**src/rtl/utils_pkg.sv**
```systemverilog
// Shared core-bus types and constants used by the CB read arbiter and its routing queue.
package utils_pkg;

  typedef logic cb_arb_id_t;
  localparam cb_arb_id_t CB_M0 = 1'b0;
  localparam cb_arb_id_t CB_M1 = 1'b1;

  localparam logic [1:0] CB_OKAY   = 2'b00;
  localparam logic [1:0] CB_SLVERR = 2'b10;

  typedef struct packed {
    logic [31:0] rd_addr;
    logic [2:0]  rd_size;
    logic        rd_addr_valid;
    logic        rd_ready;
    logic [31:0] wr_addr;
    logic [2:0]  wr_size;
    logic        wr_addr_valid;
    logic [31:0] wr_data;
    logic [3:0]  wr_strobe;
    logic        wr_data_valid;
    logic        wr_resp_ready;
  } s_cb_mosi_t;

  typedef struct packed {
    logic        rd_addr_ready;
    logic [31:0] rd_data;
    logic [1:0]  rd_resp;
    logic        rd_valid;
    logic        wr_addr_ready;
    logic        wr_data_ready;
    logic [1:0]  wr_resp;
    logic        wr_resp_valid;
  } s_cb_miso_t;

endpackage

```
**src/rtl/fifo.sv**
```systemverilog
// Generic synchronous FIFO with occupancy output; writes when full and reads when empty are dropped.
module fifo #(
  parameter int SLOTS = 4,
  parameter int WIDTH = 1
) (
  input  logic                         clk,
  input  logic                         rst,
  input  logic                         clear_i,
  input  logic                         write_i,
  input  logic [WIDTH-1:0]             data_i,
  input  logic                         read_i,
  output logic [WIDTH-1:0]             data_o,
  output logic                         full_o,
  output logic                         empty_o,
  output logic [$clog2(SLOTS+1)-1:0]   ocup_o
);
  localparam int PTR_W = (SLOTS > 1) ? $clog2(SLOTS) : 1;
  localparam int CNT_W = $clog2(SLOTS + 1);
  localparam logic [PTR_W-1:0] LAST = PTR_W'(SLOTS - 1);

  logic [WIDTH-1:0] mem_q [SLOTS];
  logic [PTR_W-1:0] wr_ptr_q, rd_ptr_q;
  logic [CNT_W-1:0] cnt_q;
  logic             do_wr, do_rd;

  assign full_o  = (cnt_q == CNT_W'(SLOTS));
  assign empty_o = (cnt_q == '0);
  assign do_wr   = write_i && !full_o;
  assign do_rd   = read_i && !empty_o;
  assign data_o  = mem_q[rd_ptr_q];
  assign ocup_o  = cnt_q;

  always_ff @(posedge clk) begin
    if (do_wr) mem_q[wr_ptr_q] <= data_i;
  end

  always_ff @(posedge clk or negedge rst) begin
    if (!rst) begin
      wr_ptr_q <= '0;
      rd_ptr_q <= '0;
      cnt_q    <= '0;
    end else if (clear_i) begin
      wr_ptr_q <= '0;
      rd_ptr_q <= '0;
      cnt_q    <= '0;
    end else begin
      if (do_wr) wr_ptr_q <= (wr_ptr_q == LAST) ? '0 : wr_ptr_q + 1'b1;
      if (do_rd) rd_ptr_q <= (rd_ptr_q == LAST) ? '0 : rd_ptr_q + 1'b1;
      cnt_q <= cnt_q + CNT_W'(do_wr) - CNT_W'(do_rd);
    end
  end

endmodule

```
**src/rtl/cb_rd_arbiter.sv**
```systemverilog
// Two-master CB read arbiter with in-order response routing; writes pass through from M1.
// Define CB_ARB_ROUND_ROBIN_EN for round-robin arbitration (default: fixed priority, M1 over M0).
module cb_rd_arbiter
  import utils_pkg::*;
#(
  parameter int MAX_OT_TXN = 4
) (
  input  logic       clk,
  input  logic       rst,
  input  s_cb_mosi_t m0_cb_mosi_i,
  output s_cb_miso_t m0_cb_miso_o,
  input  s_cb_mosi_t m1_cb_mosi_i,
  output s_cb_miso_t m1_cb_miso_o,
  output s_cb_mosi_t s_cb_mosi_o,
  input  s_cb_miso_t s_cb_miso_i
);
  localparam int CNT_W = $clog2(MAX_OT_TXN + 1);

  logic [CNT_W-1:0] ot_cnt;
  logic             lock_q, lock_d;
  cb_arb_id_t       lock_id_q, lock_id_d;
  cb_arb_id_t       grant, head_id;
  logic             m0_v, m1_v, q_full, q_empty;
  logic             rd_addr_valid, push, pop, head_rd_ready;
  logic             m0_head, m1_head;
  logic [31:0]      gr_addr;
  logic [2:0]       gr_size;
  logic             unused_q_full, unused_m0_mosi;

  assign m0_v          = m0_cb_mosi_i.rd_addr_valid;
  assign m1_v          = m1_cb_mosi_i.rd_addr_valid;
  assign q_full        = (ot_cnt == CNT_W'(MAX_OT_TXN));
  assign rd_addr_valid = (m0_v || m1_v) && !q_full;
  assign push          = rd_addr_valid && s_cb_miso_i.rd_addr_ready;
  assign m0_head       = !q_empty && (head_id == CB_M0);
  assign m1_head       = !q_empty && (head_id == CB_M1);
  assign head_rd_ready = (m0_head && m0_cb_mosi_i.rd_ready) || (m1_head && m1_cb_mosi_i.rd_ready);
  assign pop           = s_cb_miso_i.rd_valid && head_rd_ready;
  assign gr_addr       = (grant == CB_M1) ? m1_cb_mosi_i.rd_addr : m0_cb_mosi_i.rd_addr;
  assign gr_size       = (grant == CB_M1) ? m1_cb_mosi_i.rd_size : m0_cb_mosi_i.rd_size;
  assign unused_m0_mosi = ^m0_cb_mosi_i;

`ifdef CB_ARB_ROUND_ROBIN_EN
  cb_arb_id_t last_grant_q;

  always_ff @(posedge clk or negedge rst) begin
    if (!rst)      last_grant_q <= CB_M1;
    else if (push) last_grant_q <= grant;
  end
`endif

  // A stalled request keeps its grant so the slave sees a stable address until accepted.
  always_comb begin
    if (lock_q && ((lock_id_q == CB_M1) ? m1_v : m0_v)) grant = lock_id_q;
`ifdef CB_ARB_ROUND_ROBIN_EN
    else if (m0_v && m1_v) grant = ~last_grant_q;
`endif
    else grant = m1_v ? CB_M1 : CB_M0;
  end

  assign lock_d    = rd_addr_valid && !s_cb_miso_i.rd_addr_ready;
  assign lock_id_d = grant;

  always_ff @(posedge clk or negedge rst) begin
    if (!rst) begin
      lock_q    <= 1'b0;
      lock_id_q <= CB_M1;
    end else begin
      lock_q    <= lock_d;
      lock_id_q <= lock_id_d;
    end
  end

  // Routing queue: one entry per accepted read, holding the issuing master's ID.
  fifo #(
    .SLOTS (MAX_OT_TXN),
    .WIDTH (1)
  ) u_route_q (
    .clk     (clk),
    .rst     (rst),
    .clear_i (1'b0),
    .write_i (push),
    .data_i  (grant),
    .read_i  (pop),
    .data_o  (head_id),
    .full_o  (unused_q_full),
    .empty_o (q_empty),
    .ocup_o  (ot_cnt)
  );

  always_comb begin
    s_cb_mosi_o               = m1_cb_mosi_i;
    s_cb_mosi_o.rd_addr       = rd_addr_valid ? gr_addr : '0;
    s_cb_mosi_o.rd_size       = rd_addr_valid ? gr_size : '0;
    s_cb_mosi_o.rd_addr_valid = rd_addr_valid;
    s_cb_mosi_o.rd_ready      = head_rd_ready;
  end

  always_comb begin
    m1_cb_miso_o               = s_cb_miso_i;
    m1_cb_miso_o.rd_addr_ready = rd_addr_valid && (grant == CB_M1) && s_cb_miso_i.rd_addr_ready;
    m1_cb_miso_o.rd_valid      = m1_head && s_cb_miso_i.rd_valid;
    m1_cb_miso_o.rd_data       = m1_head ? s_cb_miso_i.rd_data : '0;
    m1_cb_miso_o.rd_resp       = m1_head ? s_cb_miso_i.rd_resp : CB_OKAY;

    m0_cb_miso_o               = '0;
    m0_cb_miso_o.rd_addr_ready = rd_addr_valid && (grant == CB_M0) && s_cb_miso_i.rd_addr_ready;
    m0_cb_miso_o.rd_valid      = m0_head && s_cb_miso_i.rd_valid;
    m0_cb_miso_o.rd_data       = m0_head ? s_cb_miso_i.rd_data : '0;
    m0_cb_miso_o.rd_resp       = m0_head ? s_cb_miso_i.rd_resp : CB_OKAY;
  end

endmodule

```
**config.mk**
```make
export PLATFORM = sky130hd
export DESIGN_NAME = cb_rd_arbiter
export DESIGN_NICKNAME = d
export VERILOG_FILES = /design/src/rtl/utils_pkg.sv /design/src/rtl/fifo.sv /design/src/rtl/cb_rd_arbiter.sv
export SDC_FILE = /design/constraint.sdc
export NUM_CORES = 1
export LEC_CHECK = 0
export BUFFER_PORTS_ARGS = -buffer_cell sky130_fd_sc_hd__buf_2
export CAP_MARGIN = 20
export CORE_AREA = 2 2 179 181
export CTS_CLUSTER_DIAMETER = 50
export DETAILED_ROUTE_END_ITERATION = 10
export DIE_AREA = 0 0 181 183
export SLEW_MARGIN = 5
export SYNTH_ARGS = -nofsm -noshare
export SYNTH_HDL_FRONTEND = slang
export SYNTH_HIERARCHICAL = 1
export SYNTH_SLANG_ARGS = --single-unit
```
**constraint.sdc**
```tcl
create_clock -name clk -period 2.9 [get_ports clk]
set_input_delay 0.29 -clock clk [delete_from_list [all_inputs] [get_ports clk]]
set_output_delay 0.29 -clock clk [all_outputs]
set_load 0.01 [all_outputs]
```
; After elaboration in Yosys (flattened, before gate mapping)
; Memory sizes are Yosys's and may differ from the RTL's.
; Cells that the tools add are included.
[totals]
reg_bits = 9
latch_bits = 0
ram_bits = 4
rom_bits = 0
input_bits = 265
out_inout_bits = 193
word_cells = 53
n_memories = 1
[classes]
add_sub_neg = 4
n_mul = 0
n_div = 0
order_cmp = 0
n_eq_ne = 3
shift = 0
n_mux = 15
bitwise = 2
n_reduce_logical = 23
[mem_list]
columns = name, depth, word_bits, read_ports, rd_ports_with_merged_regs, write_ports, line_no
row1 = u_route_q.mem_q, 4, 1, 1, 0, 1, fifo.sv:21  ; logic [WIDTH-1:0] mem_q [SLOTS];
[op_table]
columns = op, count
row1 = $mux 32, 4
row2 = $logic_and 1x1->1, 17
row3 = $mux 2, 4
row4 = $mux 3, 2
row5 = $mux 1, 5
row6 = $add 2x1->2 const B, 2
row7 = $eq 2x2->1 const B, 2
row8 = $add 3x1->3, 1
row9 = $eq 3x3->1 const B, 1
row10 = $logic_not 1->1, 3
row11 = $logic_not 3->1, 1
row12 = $sub 3x1->3, 1
row13 = $logic_or 1x1->1, 2
row14 = $not 1->1, 2

; Logic depth before layout (Yosys ltp)
[depth]
depth_word = 8
ltp_mapped = 13
ltp_nobuf = 13

; Hierarchy
; Netlist, hierarchy kept.
[by_module_without_submodules]
columns = mod, n_inst, cells_each, area_each_um2, seq_area_each_um2
row1 = cb_rd_arbiter, 1, 302, 2025.7, 51.3
row2 = fifo, 1, 53, 624.3, 295.3

; Worst setup path after synthesis
; Ideal clock, no wire load.
[synth_path]
path_type = register to register
startpoint = reg u_route_q.rd_ptr_q[0]
endpoint = reg u_route_q.cnt_q[2], in the netlist u_route_q/ocup_o[2]
setup_ns = 0.119
arrival_time_ns = 2.542
required_time_ns = 2.781
slack_ns = 0.240
stages_incl_launch_ff = 14
path_buffers = 0
synth_period_minus_slack_ns = 2.660
cell_sequence = dfrtp_1 mux4_2 mux2i_1 nor2_1 and2_1 o31ai_1 inv_1 ha_1 inv_1 ha_1 inv_1 fa_1 xnor2_1 nor2_1
[synth_between]
elab_chain_cells = 8
elab_cells_between_ends = 10
classes_between = add/sub (1) / bitwise (1) / reduce/logical (7) / memory (1)
[synth_rtl]
columns = item, line_no
row1 = "start, declared", fifo.sv:22  ; logic [PTR_W-1:0] wr_ptr_q, rd_ptr_q;
row2 = "start signal, assigned", fifo.sv:48  ; if (do_rd) rd_ptr_q <= (rd_ptr_q == LAST) ? '0 : rd_ptr_q + 1'b1;
row3 = $mem_v2 4x1 *, -
row4 = net head_id, cb_rd_arbiter.sv:22  ; cb_arb_id_t grant, head_id;
row5 = $not 1->1, cb_rd_arbiter.sv:35  ; assign m0_head = !q_empty && (head_id == CB_M0);
row6 = $logic_and 1x1->1, cb_rd_arbiter.sv:35
row7 = $logic_and 1x1->1, cb_rd_arbiter.sv:37  ; assign head_rd_ready = (m0_head && m0_cb_mosi_i.rd_ready) || (m1_head && m1_cb_mosi_i.rd_ready);
row8 = $logic_or 1x1->1 *, cb_rd_arbiter.sv:37
row9 = net head_rd_ready, cb_rd_arbiter.sv:24  ; logic rd_addr_valid, push, pop, head_rd_ready;
row10 = $logic_and 1x1->1 *, cb_rd_arbiter.sv:38  ; assign pop = s_cb_miso_i.rd_valid && head_rd_ready;
row11 = net pop, cb_rd_arbiter.sv:24
row12 = $logic_and 1x1->1 *, fifo.sv:29  ; assign do_rd = read_i && !empty_o;
row13 = $sub 3x1->3 *, fifo.sv:49  ; cnt_q <= cnt_q + CNT_W'(do_wr) - CNT_W'(do_rd);
row14 = "end signal, assigned", fifo.sv:49
row15 = "end, declared", fifo.sv:23  ; logic [CNT_W-1:0] cnt_q;
; The timed path passes the listed nets; every way through them passes the cells marked *.
; A chain may end at the register's enable or synchronous reset.

; Worst setup path after layout
[layout_path]
startpoint = reg u_route_q.rd_ptr_q[0]
endpoint = reg u_route_q.cnt_q[2], in the netlist u_route_q/ocup_o[2]
[layout_between]
elab_chain_cells = 8
elab_cells_between_ends = 10
classes_between = add/sub (1) / bitwise (1) / reduce/logical (7) / memory (1)
[layout_rtl]
columns = item, line_no
row1 = $mem_v2 4x1 *, -
row2 = net head_id, cb_rd_arbiter.sv:22
row3 = $not 1->1, cb_rd_arbiter.sv:35
row4 = $logic_and 1x1->1, cb_rd_arbiter.sv:35
row5 = $logic_and 1x1->1, cb_rd_arbiter.sv:37
row6 = $logic_or 1x1->1 *, cb_rd_arbiter.sv:37
row7 = $logic_and 1x1->1 *, cb_rd_arbiter.sv:38
row8 = net pop, cb_rd_arbiter.sv:24
row9 = $logic_and 1x1->1 *, fifo.sv:29
row10 = $sub 3x1->3 *, fifo.sv:49
; Marked as above.

==> impl_metrics.tcl <==
set metrics [dict create \
    outcome "finished, final reports clean" \
    grt_overflow_total 0 \
    period_share_pct 93.3 \
    cp-end-kind "register" \
    fillers 3660 \
    stdcell_area_mm2 0.00368 \
    r2r-start "u_route_q/rd_ptr_q[0]" \
    worstHoldStart "s_cb_miso_i[40]" \
    fp-row-count 65 \
    grt_pass1_vias 2377 \
    cts_buffer_depth 2 \
    power_frac_seq_pct 11.8 \
    nets 758 \
    max-cap-violations 0 \
    rr_worst_depth 13 \
    setup_viol 0 \
    htreeDepth 1 \
    synth_area_per_cell_um2 7.48 \
    cts_sinks 13 \
    vias_per_cell 3.02 \
    start_util_pct 8.47 \
    vias 2678 \
    drive_above_1_share_pct 51.2 \
    hold_path_depth 2 \
    p_sw_mw 1.03 \
    drt_first_pass_iters 4 \
    hpwlAfterDp_um 6990 \
    cts_tree "yes" \
    hold_viol_final 0 \
    syn-cell-area_mm2 0.00265 \
    die_x_um 181 \
    core_mm2 0.0312 \
    root_buffer "clkbuf_16" \
    finalMaxSlewViolations 0 \
    grt_usage_pct 4.36 \
    ir_worst_vdd_mv 0.348 \
    skew_ns 0.00101 \
    grt_pass1_wl_um 11700 \
    pin_count 458 \
    portBuffers 220 \
    worst_skew_pair.late_latency_ns 0.24 \
    r2r_end "u_route_q/ocup_o[2]" \
    power_density_mw_per_mm2 594 \
    synth_cells 354 \
    pwr-share-clk_pct 11.9 \
    gp_congestion 0.664 \
    route.detailed.drc 0 \
    hp-class "in -> reg" \
    worst-setup-path-type "reg -> reg" \
    antenna_found_initial 1 \
    startpoint_type "register" \
    critPathArrivalTime_ns 2.84 \
    drt_iter0_drc 76 \
    die_y_um 183 \
    avgRoutedWirePerCell_um 9.07 \
    final_common_cell "buf_2" \
    netSwitchingFraction_pct 47.2 \
    ys.warnings.count 6 \
    worstPathMaxFanout 2 \
    area_delta_synth_final_pct 39.1 \
    intPower_mw 1.15 \
    detail-route-antenna-nets 0 \
    max_stage_delay_ns 0.58 \
    rsz0062_at_grt "false" \
    clk_pin_slew_ns 0.04 \
    reg2reg_slack_ns 0.19 \
    worstPathRequired_ns 3.03 \
    finalWirelength_um 8040 \
    cp_cell_sequence "mux4_2 -> mux2i_1 -> nor2_1 -> and2_4 -> o31ai_2 -> inv_1 -> ha_1 -> inv_1 -> ha_1 -> inv_1 -> fa_1 -> xnor2_1 -> nor2_1" \
    relSlewSlack_pct 56.6 \
    die_area_mm2 0.0331 \
    layout_common_cells "220 x buf_2, 71 x and2_1, 37 x nand2_1, 37 x nand3_1, 37 x mux2i_1" \
    critPathSlowestCell "mux4_2" \
    tightest_slew_ns 0.652 \
    max_freq_ghz 0.370 \
    finalCriticalPeriod_ns 2.71 \
    cts_made_buffers 3 \
    final.setup.tns_ns 0 \
    grt_max_degree 73 \
    p_leak_nw 2.12 \
    place_area_mm2 0.00356 \
    hold_end "lock_q" \
    power.share.combinational_pct 76.3 \
    crit_path_frequent_cell "inv_1" \
]
-- final cells by class --
class / count / area, um2 / share of cell area (%)
antenna: 1 / 2.50 / 0.0680
clock buffer: 4 / 78.8 / 2.14
timing repair buffer: 231 / 1210 / 32.8
sequential: 13 / 347 / 9.42
multi-input combinational: 229 / 1520 / 41.2
inverter: 7 / 26.3 / 0.714
tap: 402 / 503 / 13.7
-- registers in the layout (all words and copies together), names as in the netlist --
signal / cells
u_route_q/rd_ptr_q: 2
u_route_q/mem_q: 4
lock_id_q: 1
lock_q: 1
u_route_q/ocup_o: 3
u_route_q/wr_ptr_q: 2
-- metal layers --
layer | GRT usage (%) | wire (um) | vias to the layer above
met5 | 0 | 0 | -
met4 | 2.76 | 461 | 0
met3 | 1.19 | 934 | 30
met2 | 8.35 | 3950 | 207
met1 | 4.09 | 2700 | 1134
li1 | - | - | 1307
-- power groups by stage --
stage	sequential (mW)	combinational [mW]	clock (mW)
after floorplan	0.251	1.18	0
final	0.257	1.67	0.260
after CTS	0.256	1.66	0.264
after detailed placement	0.259	1.65	0
after global placement	0.257	1.63	0
after global routing	0.264	1.85	0.273
-- through the flow --
| step | power (mW) | hold WS [ns] | utilization [%] | instances | setup slack (ns) |
|---|---|---|---|---|---|
| 2_1_floorplan | 1.43 | -0.00559 | - | 359 | 0.240 |
| 3_3_place_gp | 1.88 | 0.156 | 11.4 | 879 | 0.0898 |
| 3_5_place_dp | 1.91 | 0.158 | 11.4 | 879 | 0.0713 |
| 4_1_cts | 2.18 | 0.243 | 11.7 | 884 | 0.0594 |
| 5_1_grt | 2.38 | 0.252 | 11.8 | 887 | 0.00690 |
| 6_report | 2.19 | 0.237 | 11.8 | 887 | 0.195 |
-- what timing repair did --
item / CTS / global route
gates resized for setup: 0 / 2
hold endpoints to repair: 8 / 0
hold buffers: 1 / 0
buffers inserted: 0 / 1
setup endpoints to repair: 0 / 2
-- worst max-delay path, delay by kind of cell, from the launching register on --
kind                       cells  cell delay, ns
DFF                            1            0.36
and+or+nand+nor                3            0.29
AOI/OAI and AO/OA              1            0.06
xor gates and xnor gates       1            0.14
muxes                          2            0.75
adders and majority gates      3            0.80
buffers and inverters          3            0.18
-- how the worst max path moves through the flow --
stage / cells past startpoint / from / endpoint / slack, ns
global placement: 13 / u_route_q/rd_ptr_q[0] / u_route_q/ocup_o[2] / 0.09
floorplan: 13 / u_route_q/rd_ptr_q[0] / u_route_q/ocup_o[2] / 0.24
global route: 13 / u_route_q/rd_ptr_q[0] / u_route_q/ocup_o[2] / 0.007
detailed placement: 13 / u_route_q/rd_ptr_q[0] / u_route_q/ocup_o[2] / 0.07
CTS: 13 / u_route_q/rd_ptr_q[0] / u_route_q/ocup_o[2] / 0.06
finish: 13 / u_route_q/rd_ptr_q[0] / u_route_q/ocup_o[2] / 0.19
Note: power is estimated with default switching activity, not from simulation.
